## config.mk

```make
export PLATFORM = sky130hd
export DESIGN_NAME = spike_rate_decoder
export DESIGN_NICKNAME = d
export VERILOG_FILES = /design/src/rtl/hopfield_pkg.sv /design/src/rtl/spike_window_counter.sv /design/src/rtl/spike_rate_decoder.sv
export SDC_FILE = /design/constraint.sdc
export NUM_CORES = 1
export LEC_CHECK = 0
export CORE_MARGIN = 1.5
export CORE_UTILIZATION = 55
export CTS_BUF_LIST = sky130_fd_sc_hd__clkbuf_8
export DETAILED_ROUTE_END_ITERATION = 7
export PLACE_DENSITY = 0.76
export SYNTH_ARGS = -nofsm -noshare
export SYNTH_HDL_FRONTEND = slang
export SYNTH_SLANG_ARGS = --single-unit
```

## constraint.sdc

```tcl
create_clock -name clk -period 2.8 [get_ports clk]
set_input_delay 0.56 -clock clk [delete_from_list [all_inputs] [get_ports clk]]
set_output_delay 0.56 -clock clk [all_outputs]
set_load 0.005 [all_outputs]
```

## src/rtl/hopfield_pkg.sv

```systemverilog
// Constants, state encoding and helpers shared by the Hopfield spike interface.
package hopfield_pkg;

  // Ceiling log2; clog2(1) = 0, clog2(17) = 5.
  function automatic int clog2(input int value);
    int r;
    r = 0;
    for (int v = value - 1; v > 0; v = v >> 1) begin
      r = r + 1;
    end
    return r;
  endfunction

  localparam int N         = 7;                  // neurons / spike vector width
  localparam int PAT_W     = 4;                  // decoded pattern bits (neurons 0..PAT_W-1)
  localparam int FRAME_LEN = 7;                  // cycles per network scan frame (equals N)
  localparam int WINDOW    = 16;                 // frames integrated per decision
  localparam int THRESH    = 8;                  // count at or above this reads as active
  localparam int CNT_W     = clog2(WINDOW + 1);  // holds 0..WINDOW
  localparam int FC_W      = clog2(FRAME_LEN);   // frame phase counter width

  typedef enum logic [1:0] {
    ST_IDLE   = 2'd0,
    ST_ACCUM  = 2'd1,
    ST_DECIDE = 2'd2,
    ST_HOLD   = 2'd3
  } dec_state_t;

endpackage

```

## src/rtl/spike_window_counter.sv

```systemverilog
// Bank of per-neuron spike counters with synchronous clear, a sample enable
// and a combinational threshold compare per neuron.
module spike_window_counter #(
  parameter int N      = 7,
  parameter int CNT_W  = 5,
  parameter int THRESH = 8
) (
  input  logic         clk,
  input  logic         reset_n,
  input  logic         clear,
  input  logic         sample_en,
  input  logic [N-1:0] spikes,
  output logic [N-1:0] above
);

  localparam logic [CNT_W-1:0] THR = CNT_W'(THRESH);

  logic [CNT_W-1:0] count [N];

  // Counts are bounded by the window length, so plain increments never wrap.
  always_ff @(posedge clk or negedge reset_n) begin
    if (!reset_n) begin
      for (int i = 0; i < N; i++) count[i] <= '0;
    end else if (clear) begin
      for (int i = 0; i < N; i++) count[i] <= '0;
    end else if (sample_en) begin
      for (int i = 0; i < N; i++) count[i] <= count[i] + CNT_W'(spikes[i]);
    end
  end

  // Threshold compare is inclusive: a count equal to THRESH reads as active.
  always_comb begin
    above = '0;
    for (int i = 0; i < N; i++) above[i] = (count[i] >= THR);
  end

endmodule

```

## src/rtl/spike_rate_decoder.sv

```systemverilog
// Readout end of the Hopfield spike interface: integrates spikes over a window
// of scan frames, thresholds them into a recalled pattern and hands it off.
//
// Output handshake: a result transfers on any cycle where out_valid and
// out_ready are both high. While out_valid is high, pattern_out, active_count
// and out_valid hold steady until that transfer; out_valid never depends
// combinationally on out_ready.
module spike_rate_decoder
  import hopfield_pkg::*;
(
  input  logic             clk,
  input  logic             reset_n,
  input  logic [N-1:0]     spikes,
  input  logic             learning_enable,
  input  logic             start,
  input  logic             continuous,
  output logic             busy,
  output logic [PAT_W-1:0] pattern_out,
  output logic [2:0]       active_count,
  output logic             out_valid,
  input  logic             out_ready,
  output dec_state_t       dbg_state
);

  dec_state_t       state, next_state;
  logic [FC_W-1:0]  frame_cnt;
  logic [CNT_W-1:0] frames_done;
  logic [N-1:0]     above;
  logic [2:0]       pop;
  logic             frame_end;
  logic             handshake;
  logic             sample_en;
  logic             clear_cnt;
  logic             load_result;

  assign frame_end = (frame_cnt == FC_W'(FRAME_LEN - 1));
  assign handshake = out_valid && out_ready;
  assign busy      = (state == ST_ACCUM) || (state == ST_DECIDE);
  assign dbg_state = state;

  spike_window_counter #(
    .N      (N),
    .CNT_W  (CNT_W),
    .THRESH (THRESH)
  ) u_counters (
    .clk       (clk),
    .reset_n   (reset_n),
    .clear     (clear_cnt),
    .sample_en (sample_en),
    .spikes    (spikes),
    .above     (above)
  );

  // State register.
  always_ff @(posedge clk or negedge reset_n) begin
    if (!reset_n) state <= ST_IDLE;
    else          state <= next_state;
  end

  // Next-state logic plus counter control strobes.
  always_comb begin
    next_state  = state;
    clear_cnt   = 1'b0;
    sample_en   = 1'b0;
    load_result = 1'b0;
    case (state)
      ST_IDLE: begin
        if (start && !learning_enable) begin
          next_state = ST_ACCUM;
          clear_cnt  = 1'b1;
        end
      end
      ST_ACCUM: begin
        if (learning_enable) begin
          next_state = ST_IDLE;
          clear_cnt  = 1'b1;
        end else if (frame_end) begin
          // One sample per FRAME_LEN cycles sees every network frame once,
          // whatever the phase relative to the network scan.
          sample_en = 1'b1;
          if (frames_done == CNT_W'(WINDOW - 1)) next_state = ST_DECIDE;
        end
      end
      ST_DECIDE: begin
        if (learning_enable) begin
          next_state = ST_IDLE;
          clear_cnt  = 1'b1;
        end else begin
          load_result = 1'b1;
          next_state  = ST_HOLD;
        end
      end
      ST_HOLD: begin
        // A pending result survives learning; only the auto-restart is held off.
        if (handshake) begin
          if (continuous && !learning_enable) begin
            next_state = ST_ACCUM;
            clear_cnt  = 1'b1;
          end else begin
            next_state = ST_IDLE;
          end
        end
      end
      default: next_state = ST_IDLE;
    endcase
  end

  // Frame phase counter and completed-frame counter for the current window.
  always_ff @(posedge clk or negedge reset_n) begin
    if (!reset_n) begin
      frame_cnt   <= '0;
      frames_done <= '0;
    end else if (clear_cnt) begin
      frame_cnt   <= '0;
      frames_done <= '0;
    end else if (state == ST_ACCUM) begin
      frame_cnt <= frame_end ? '0 : frame_cnt + 1'b1;
      if (sample_en) frames_done <= frames_done + 1'b1;
    end
  end

  // Number of neurons at or above threshold; at most N = 7 fits in 3 bits.
  always_comb begin
    pop = '0;
    for (int i = 0; i < N; i++) pop = pop + 3'(above[i]);
  end

  // Result register and valid flag; an aborted window leaves the last result.
  always_ff @(posedge clk or negedge reset_n) begin
    if (!reset_n) begin
      pattern_out  <= '0;
      active_count <= '0;
      out_valid    <= 1'b0;
    end else if (load_result) begin
      pattern_out  <= above[PAT_W-1:0];
      active_count <= pop;
      out_valid    <= 1'b1;
    end else if (handshake) begin
      out_valid    <= 1'b0;
    end
  end

endmodule
```

==> results of run 1 <==
cell type report:
class / count / share of cell area
Multi-Input combinational cell: 210 / 0.449
Sequential cell: 53 / 0.376
Timing Repair Buffer: 36 / 0.102
Tap cell: 72 / 0.0255
Clock buffer: 5 / 0.0195
Inverter: 15 / 0.0160
Clock inverter: 3 / 0.0121
flip-flops by register name, summed over array words and instances (netlist names):
name and cells:
u_counters.count 35, active_count 3, out_valid 1, frames_done 5, dbg_state 2, pattern_out 4
frame_cnt 3
metrics by stage:
stage / instances / hold slack [ns]
after floorplan: 306 / 0.264
after global placement: 385 / 0.471
after detailed placement: 385 / 0.475
after CTS: 393 / 0.289
after global routing: 394 / 0.319
final: 394 / 0.261
cells by family (layout without fill, tap and decap cells):
logic type	count (synthesis)	count (layout)	synth area share
compound gates	97	97	0.210
fa+ha+maj	25	25	0.111
buf+inv	43	59	0.0632
flops	53	53	0.429
mux	7	7	0.0247
simple gates	81	81	0.161
synth_stat cells (2+ instances only):
cell type and n:
dfrtp_1 53, a22oi_1 39, nand3_1 29, o21ai_0 23, o31ai_1 22, or4_1 22
ha_1 21, inv_1 15, buf_2 13, clkbuf_1 11, a21oi_1 9, nor2_1 7
nand2_1 6, fa_1 4, mux2_2 4, nand4b_1 3, and3b_1 2, buf_6 2
clkbuf_2 2, mux2i_1 2, nand2b_1 2, or2_2 2, or3_1 2
layer usage:
metal	routed length, um	up-vias	share of wire
li1	-	1196	-
met1	2960	1253	0.46
met2	3180	62	0.49
met3	257	4	0.040
met4	46	0	0.0071
met5	0	-	0
report_power, final:
| part | switching, uW | leakage, uW | total [uW] | internal (uW) |
|---|---|---|---|---|
| sequential | 50.9 | 0.000736 | 848 | 797 |
| combinational | 457 | 0.000794 | 697 | 240 |
| clock | 262 | 0.0000595 | 527 | 265 |
| total | 769 | 0.00159 | 2070 | 1300 |
cells in the final DEF (no fill, tap or decap), types with 2 or more instances in the layout:
| cell | synthesis | routed |
|---|---|---|
| dfrtp_1 | 53 | 53 |
| a22oi_1 | 39 | 39 |
| nand3_1 | 29 | 29 |
| o21ai_0 | 23 | 23 |
| o31ai_1 | 22 | 22 |
| or4_1 | 22 | 22 |
| clkdlybuf4s50_1 | 0 | 22 |
| ha_1 | 21 | 21 |
| inv_1 | 15 | 16 |
| buf_4 | 0 | 10 |
| a21oi_1 | 9 | 9 |
| nand2_1 | 6 | 6 |
| clkbuf_8 | 0 | 5 |
| nor2_1 | 7 | 4 |
| mux2_2 | 4 | 4 |
| nand4b_1 | 3 | 3 |
| fa_1 | 4 | 3 |
| buf_12 | 0 | 3 |
| nor2_2 | 0 | 2 |
| or2_2 | 2 | 2 |
| nand2b_1 | 2 | 2 |
| mux2i_1 | 2 | 2 |
| and3b_1 | 2 | 2 |
| or3_1 | 2 | 2 |
timing repair:
action / 4_1_cts / 5_1_grt
resized for setup: 4 / 1
endpoints found under the setup margin: 2 / 2
pin swaps: 3 / 5
buffers inserted: 0 / 1
worst max path at each step:
stage	start	end
floorplan	u_counters.count[18]$_DFFE_PN0N_	active_count[1]$_DFFE_PN0P_
global placement	u_counters.count[19]$_DFFE_PN0N_	active_count[1]$_DFFE_PN0P_
detailed placement	u_counters.count[34]$_DFFE_PN0N_	active_count[1]$_DFFE_PN0P_
CTS	u_counters.count[29]$_DFFE_PN0N_	active_count[1]$_DFFE_PN0P_
global route	u_counters.count[18]$_DFFE_PN0N_	active_count[1]$_DFFE_PN0P_
finish	u_counters.count[18]$_DFFE_PN0N_	active_count[1]$_DFFE_PN0P_
==> flow_metrics.py, run 1 <==
metrics = {
    "run_status": {
        "status": "completed",
    },
    "timing": {
        "min_period_ns": 2.73,
        "hold_viol_final": 0,
        "grt_setup_unrepaired": "yes",
        "fin_crit_sh": 0.976,
        "setup_viol": 0,
        "layout_setup_ws_ns": 0.0659,
        "fmaxAchievable_mhz": 366,
        "slew_headroom": 0.533,
        "tns_ns": 0,
        "finalMaxSlewViolations": 0,
        "tightest_slew_ns": 0.700,
        "clock_skew_ns": 0.00611,
    },
    "logic_synthesis": {
        "synth_area_um2": 3090,
        "yosys.area.top_type": "dfrtp_1",
        "avgSynthCellArea_um2": 10.1,
        "synth-edff-count": 0,
        "ys_seq_area_frac": 0.429,
        "synth_top_cell_area_share": 0.429,
        "synthesis.nets": 344,
        "synth_cell_type_count": 34,
        "yosys_warnings": 0,
        "ys_async_sr_fraction": 1.00,
        "netlist_instances": 306,
        "ys_ff_latch": 53,
        "synth_ff_type": "dfrtp_1",
        "yosys-top-cells-area": "dfrtp_1 43%, a22oi_1 9.5%, ha_1 8.5%, o31ai_1 5.3%, or4_1 5.3%",
    },
    "min_path": {
        "min_path_type": "input port to async pin",
    },
    "final_layout": {
        "utilization": 0.645,
        "fill_cells": 445,
        "multi_input_area_um2": 1590,
        "layout-drive-gt1-share": 0.106,
        "design_area_um2": 3530,
        "nets": 359,
        "seqCellArea_um2": 1330,
        "diodes": 0,
        "syn2layout_area_growth_pct": 14.3,
    },
    "global_route": {
        "antenna_found_initial": 0,
        "grt_pass1_vias": 2406,
        "use_met1": 0.298,
        "gr-total-overflow": 0,
        "track_usage": 0.223,
        "busiest_layer": "met2",
        "met2_usage": 0.370,
        "grt_max_degree": 59,
        "grt_use_met3": 0.0353,
        "grt_pass1_wl_um": 10900,
    },
    "setup_path": {
        "path_depth": 7,
        "r2r_start": "u_counters.count[18]$_DFFE_PN0N_",
        "crit_top_cell": "fa_1",
        "cp_max_fo": 2,
        "r2r-end": "active_count[1]$_DFFE_PN0P_",
        "crit_family": "adder cells",
        "r2r_cells": 7,
        "cp.required_ns": 3.00,
        "slowest_stage": "fa_1",
        "crit_chain": "nor2_2 -> fa_1 -> fa_1 -> inv_1 -> fa_2 -> fa_1 -> mux2_2",
        "cp-end-kind": "flip-flop",
        "crit_path_max_incr_delay_ns": 0.51,
        "path_class": "flip-flop to flip-flop",
        "worst-path-buf-inv": 1,
        "crit_arrival_ns": 2.94,
        "regToRegSetupSlack_ns": 0.07,
        "startpoint_type": "flip-flop",
    },
    "route": {
        "route.detailed.drc": 0,
        "drtPass1Iterations": 5,
        "drt_iter0_drc": 252,
        "avgViaCountPerCell": 6.38,
        "ant_nets": 0,
        "wl_um": 6440,
        "wl_per_cell_um": 16.4,
        "via_count": 2515,
    },
    "power_and_ir_drop": {
        "power_uw": 2070,
        "power_leakage_uw": 0.00159,
        "ir_drop_mv": 0.832,
        "power_density_nw_per_um2": 587,
    },
    "cts": {
        "cts_sinks": 53,
        "htree_levels": 2,
        "ctsHoldBuffers": 0,
        "cts_buffers": 5,
        "path_clk_slew_ns": 0.10,
        "cts_buffer_depth": 2,
        "clk-insertion-delay-late_ns": 0.31,
        "clock-root-buffer": "clkbuf_8",
        "cts_tree": "built",
    },
    "placement": {
        "place.gp.congestion": 0.870,
        "hpwl_um": 4010,
        "io_buffer_count": 23,
        "pre_cts_ws_ns": -0.0804,
        "dpl_cell_area_um2": 3400,
    },
    "floorplanning": {
        "die_x_um": 77.9,
        "placementRows": 27,
        "pin_count": 24,
        "dieArea_um2": 6070,
        "initial_utilization": 0.564,
        "core_um2": 5470,
        "die_y_um": 77.9,
    },
    "run": {
        "max-cap-violations": 0,
    },
}
Note: power is estimated with default switching activity, not from simulation.
==> run 2: changes to the inputs <==
==> constraint.sdc (replaced) <==
create_clock -name clk -period 2.8 [get_ports clk]
set_input_delay 0.7 -clock clk [delete_from_list [all_inputs] [get_ports clk]]
set_output_delay 0.7 -clock clk [all_outputs]
set_load 0.005 [all_outputs]
==> run 2 against run 1 <==
Setup slack hardly changed; sequential share of layout area is 0.093 points lower; total power is 3.2% lower; sequential power hardly changed; first-iteration DRC count is 12% lower; combinational power is 5.3% higher; clock power is 19% lower; die area stayed put; critical endpoint unchanged.
==> flow_metrics.py, run 2 (synthesis gave the netlist of run 1 again) <==
metrics = {
    "run_status": {
        "status": "completed",
    },
    "route": {
        "avgViaCountPerCell": 6.29,
        "route.detailed.drc": 0,
        "wl_per_cell_um": 16.4,
        "via_count": 2514,
        "drtPass1Iterations": 4,
        "wl_um": 6570,
        "drt_iter0_drc": 221,
        "ant_nets": 0,
    },
    "floorplanning": {
        "pin_count": 24,
        "initial_utilization": 0.564,
        "core_um2": 5470,
        "die_y_um": 77.9,
        "dieArea_um2": 6070,
        "die_x_um": 77.9,
        "placementRows": 27,
    },
    "placement": {
        "place.gp.congestion": 0.800,
        "pre_cts_ws_ns": -0.112,
        "io_buffer_count": 23,
        "hpwl_um": 4380,
        "dpl_cell_area_um2": 3410,
    },
    "final_layout": {
        "largest_reg_flops": 35,
        "utilization": 0.647,
        "syn2layout_area_growth_pct": 14.6,
        "design_area_um2": 3540,
        "layout_top_registers": "u_counters.count: 35 flops, frames_done: 5 flops, pattern_out: 4 flops",
        "diodes": 0,
        "nets": 365,
        "layout-drive-gt1-share": 0.122,
        "mostFrequentLayoutCell": "dfrtp_1",
        "layout_common_cells": "53 x dfrtp_1, 39 x a22oi_1, 29 x nand3_1",
        "regMostFlops": "u_counters.count",
    },
    "setup_path": {
        "regToRegSetupSlack_ns": 0.07,
        "cp_max_fo": 2,
        "crit_arrival_ns": 2.93,
        "cp-end-kind": "flip-flop",
        "cp.required_ns": 3.00,
        "crit_family": "adder cells",
        "crit_chain": "nor2_4 -> fa_1 -> fa_1 -> inv_1 -> fa_2 -> fa_1 -> mux2_2",
        "crit_path_max_incr_delay_ns": 0.52,
        "startpoint_type": "flip-flop",
        "crit_top_cell": "fa_1",
        "slowest_stage": "fa_1",
        "worst-path-buf-inv": 1,
        "path_class": "flip-flop to flip-flop",
    },
    "timing": {
        "layout_setup_ws_ns": 0.0661,
        "fin_crit_sh": 0.976,
        "hold_viol_final": 0,
        "clock_skew_ns": 0.00774,
        "slew_headroom": 0.362,
        "setup_viol": 0,
        "fmaxAchievable_mhz": 366,
        "finalMaxSlewViolations": 0,
        "tightest_slew_ns": 0.958,
        "whs_ns": 0.355,
        "min_period_ns": 2.73,
    },
    "global_route": {
        "grt_pass1_vias": 2301,
        "gr-total-overflow": 0,
        "track_usage": 0.233,
        "antenna_found_initial": 0,
        "grt_pass1_wl_um": 11200,
        "grt_max_degree": 59,
    },
    "min_path": {
        "min_path_type": "input port to async pin",
    },
    "cts": {
        "cts_sinks": 53,
        "clock-root-buffer": "clkbuf_8",
        "cts_buffers": 5,
        "cts_tree": "built",
        "path_clk_slew_ns": 0.10,
        "cts_buffer_depth": 2,
        "clk-insertion-delay-late_ns": 0.31,
        "htree_levels": 2,
    },
    "power_and_ir_drop": {
        "ir_drop_mv": 0.483,
        "power_density_nw_per_um2": 567,
        "power_leakage_uw": 0.00160,
    },
    "run": {
        "max-cap-violations": 0,
    },
}
run 2: cell count changes in the layout (fill, tap and decap cells not counted), sizes merged:
cell | before | now
bufinv | 1 | 0
buf | 14 | 20
clkinv | 1 | 2
run 2: final cells by class:
class | instances | area [um^2]
multi-input combinational | 210 | 1590
timing repair buffer | 42 | 393
inverter | 15 | 56.3
clock inverter | 3 | 13.8
tap | 72 | 90.1
sequential | 53 | 1330
clock buffer | 5 | 68.8
fill | 455 | 1930
run 2: routing by layer:
layer | global-route usage | routed length [um] | vias up
met5 | 0 | 0 | -
met4 | 0.0732 | 98 | 0
met3 | 0.0388 | 205 | 8
met2 | 0.373 | 3150 | 42
met1 | 0.324 | 3110 | 1258
li1 | - | - | 1206
run 2: worst paths after layout:
check / from / endpoint / depth (start not counted)
min: reset_n / pattern_out[2]$_DFFE_PN0P_ / 1
min reg2reg: pattern_out[1]$_DFFE_PN0P_ / pattern_out[1]$_DFFE_PN0P_ / 2
max: u_counters.count[18]$_DFFE_PN0N_ / active_count[1]$_DFFE_PN0P_ / 7
max reg2reg: u_counters.count[18]$_DFFE_PN0N_ / active_count[1]$_DFFE_PN0P_ / 7
min in group clk: pattern_out[1]$_DFFE_PN0P_ / pattern_out[1]$_DFFE_PN0P_ / 2
max in group asynchronous: reset_n / u_counters.count[21]$_DFFE_PN0N_ / 2
run 2: power breakdown:
group | internal [uW] | switching [uW]
logic | 266 | 469
clock network | 171 | 257
registers | 797 | 47.6
run 2: through the flow:
step           std cells  total power [uW]  setup TNS [ns]
3_3_place_gp         389              1580         -0.0343
5_1_grt              400              2130         -0.0133
2_1_floorplan        306              1320               0
4_1_cts              398              2010               0
6_report             400              2010               0
3_5_place_dp         389              1590          -0.154
run 2: what timing repair did:
item                       4_1_cts  5_1_grt
buffers inserted                 1        2
setup endpoints to repair        2        2
pin swaps                        3        4
hold buffers                     0        0
resized for setup                4        2
==> RTL edit: new RTL, flow settings as in run 2 <==
`N` is set to 7 in 2 places; all go to 14. Comments in the files are not updated.
--- a/src/rtl/hopfield_pkg.sv
+++ b/src/rtl/hopfield_pkg.sv
@@ -11,7 +11,7 @@
     return r;
   endfunction
 
-  localparam int N         = 7;                  // neurons / spike vector width
+  localparam int N         = 14;                  // neurons / spike vector width
   localparam int PAT_W     = 4;                  // decoded pattern bits (neurons 0..PAT_W-1)
   localparam int FRAME_LEN = 7;                  // cycles per network scan frame (equals N)
   localparam int WINDOW    = 16;                 // frames integrated per decision
--- a/src/rtl/spike_window_counter.sv
+++ b/src/rtl/spike_window_counter.sv
@@ -1,7 +1,7 @@
 // Bank of per-neuron spike counters with synchronous clear, a sample enable
 // and a combinational threshold compare per neuron.
 module spike_window_counter #(
-  parameter int N      = 7,
+  parameter int N      = 14,
   parameter int CNT_W  = 5,
   parameter int THRESH = 8
 ) (
Interface: changed (resized spikes); port bits go from 24 to 31. The function was not compared with the original's and may differ.
==> RTL edit against run 2 <==
Largest power group unchanged; total power up 63%; via count grew 71%; synthesized area increased by 72%; final area up 71%; worst setup slack worse by 1.1 ns; highest routed layer unchanged; wire length up 74%; the flow now finishes with violations (negative setup slack); sequential cell count is 35 higher.
==> RTL edit: results (changes against run 2) <==
Pwr
The standby leakage power is 2.721 nW (+70%). The cell-internal power came to 0.002172 W (+76%). The clock-net power is 0.00108 W (+150%). The maximum vdd drop is 0.0008122 V (+68%). The combinational share of power is 25.8% (-11 points).

Placed design
The area of placed instances came to 5813 um2 (+70%). The estimated wirelength of the detail-placed design was 6892 um (+58%). The final weighted congestion of routability-driven global placement is 0.8587 (+7.4%). The quantity of I/O buffers inserted on ports is 30 (+30%). The post-placement cell count was 658 (+69%).

Synthesis
The cell count after synthesis is 520 (+70%). Counting instances in the post-synthesis netlist gives the leading cell types as 88 x sky130_fd_sc_hd__dfrtp_1, 75 x sky130_fd_sc_hd__a22oi_1, 44 x sky130_fd_sc_hd__o21ai_0. The count of unique library cells instantiated by Yosys is 37 (+8.8%). The post-synthesis sequential area ratio is 41.55% (-1.4 points). The number of nets in the synthesized netlist is 585 (+70%).

Outcome
The flow ran to the end, but the final reports show violations. The final reports fail on negative setup slack.

CTS
The total clock buffers created by CTS is 9 (+4). The post-cts sizing count was 0 (-4). The clock transition at the registers of the reported paths is 0.08 ns (-0.02 ns). The H-tree level count is 3 (+1).

Finish
The largest registers in the layout are u_counters.count x70, frames_done x5, pattern_out x4. The count of non-filler cells in the finished layout was 675 (+69%). The final net count is 606 (+66%).

Route
The post-detailed-route wirelength per cell is 16.88 um (+2.9%). The via density per instance came to 6.367 (+1.3%). The iteration-0 DRC count of the detailed router was 345 (+56%). The total iterations of the first detailed-routing run is 5 (+1).

GRT
The wire length of the first global-routing pass is 19,410 um (+74%). The overall track demand over capacity in global routing is 23.77% (+0.46 points). The largest net degree at the start of global routing is 122 (+110%). The via count of the first global-routing pass is 4,075 (+77%).

Timing
The headroom to the max-slew limit is 51.76% (+16 points). The setup slack of the critical path after layout is -1.015 ns (-1.081 ns). The sum of negative setup slack is -2.433 ns (-2.433 ns).

The setup skew after layout is 0.008409 ns (+0.0006696 ns). The final number of setup-violating endpoints came to 3 (+3).

Worst setup path
The arrival time of the worst setup path is 4.04 ns (+1.11 ns). The largest stage delay on the critical path was 0.54 ns (+0.02 ns).
RTL edit: cell types whose count changed after synthesis, sizes merged, moves of 5 or more:
cell,run 2,this run
a22oi,39,75
dfrtp,53,88
nand3b,1,29
clkbuf,13,36
o21ai,24,45
ha,21,36
o31ai,22,36
or4,22,36
or3,2,10
nand2b,3,9
fa,4,9
inv,15,20
or2,2,7
RTL edit: repair_timing:
action	in CTS	in global routing
endpoints found under the setup margin	3	3
buffers inserted	0	1
cloned	0	0
pin swaps	1	0
RTL edit: layout make-up:
| cell class | count | area [um2] |
|---|---|---|
| clock buffers | 10 | 137.6 |
| clock inverters | 6 | 107.6 |
| fillers | 751 | 3218 |
| inverters | 20 | 75.07 |
| multi-input cells | 362 | 2811 |
| flip-flops and latches | 88 | 2202 |
| well taps | 129 | 161.4 |
| repair buffers | 60 | 570.5 |
RTL edit: kinds of logic (layout without fill, tap and decap cells):
family	count (synthesis)	after routing	synth area share [%]
AO/OA/AOI/OAI	166	166	21.06
multiplexers	8	8	1.652
buffers and inverters	70	96	5.807
XOR/XNOR	2	2	0.3306
AND/OR/NAND/NOR	141	141	17.71
adder cells (fa/ha/maj)	45	45	11.90
flip-flops	88	88	41.55
RTL edit: layer usage:
metal  global-route usage (%)  routed length (um)  up-vias
li1                         -                   -     2034
met1                    33.05                5197     2141
met2                    38.51                5609      107
met3                    4.003                 454       16
met4                    7.158                 136        0
met5                        0                   0        -
RTL edit: final timing paths:
check / start / end / slack, ns / cells past startpoint
max: u_counters.count[69] / active_count[2] / -1.01 / 13
min: reset_n / dbg_state[0] / 0.30 / 1
max reg2reg: u_counters.count[69] / active_count[2] / -1.01 / 13
min reg2reg: active_count[1] / active_count[1] / 0.51 / 2
max in group asynchronous: reset_n / u_counters.count[67] / 1.83 / 2
min in group clk: active_count[1] / active_count[1] / 0.51 / 2
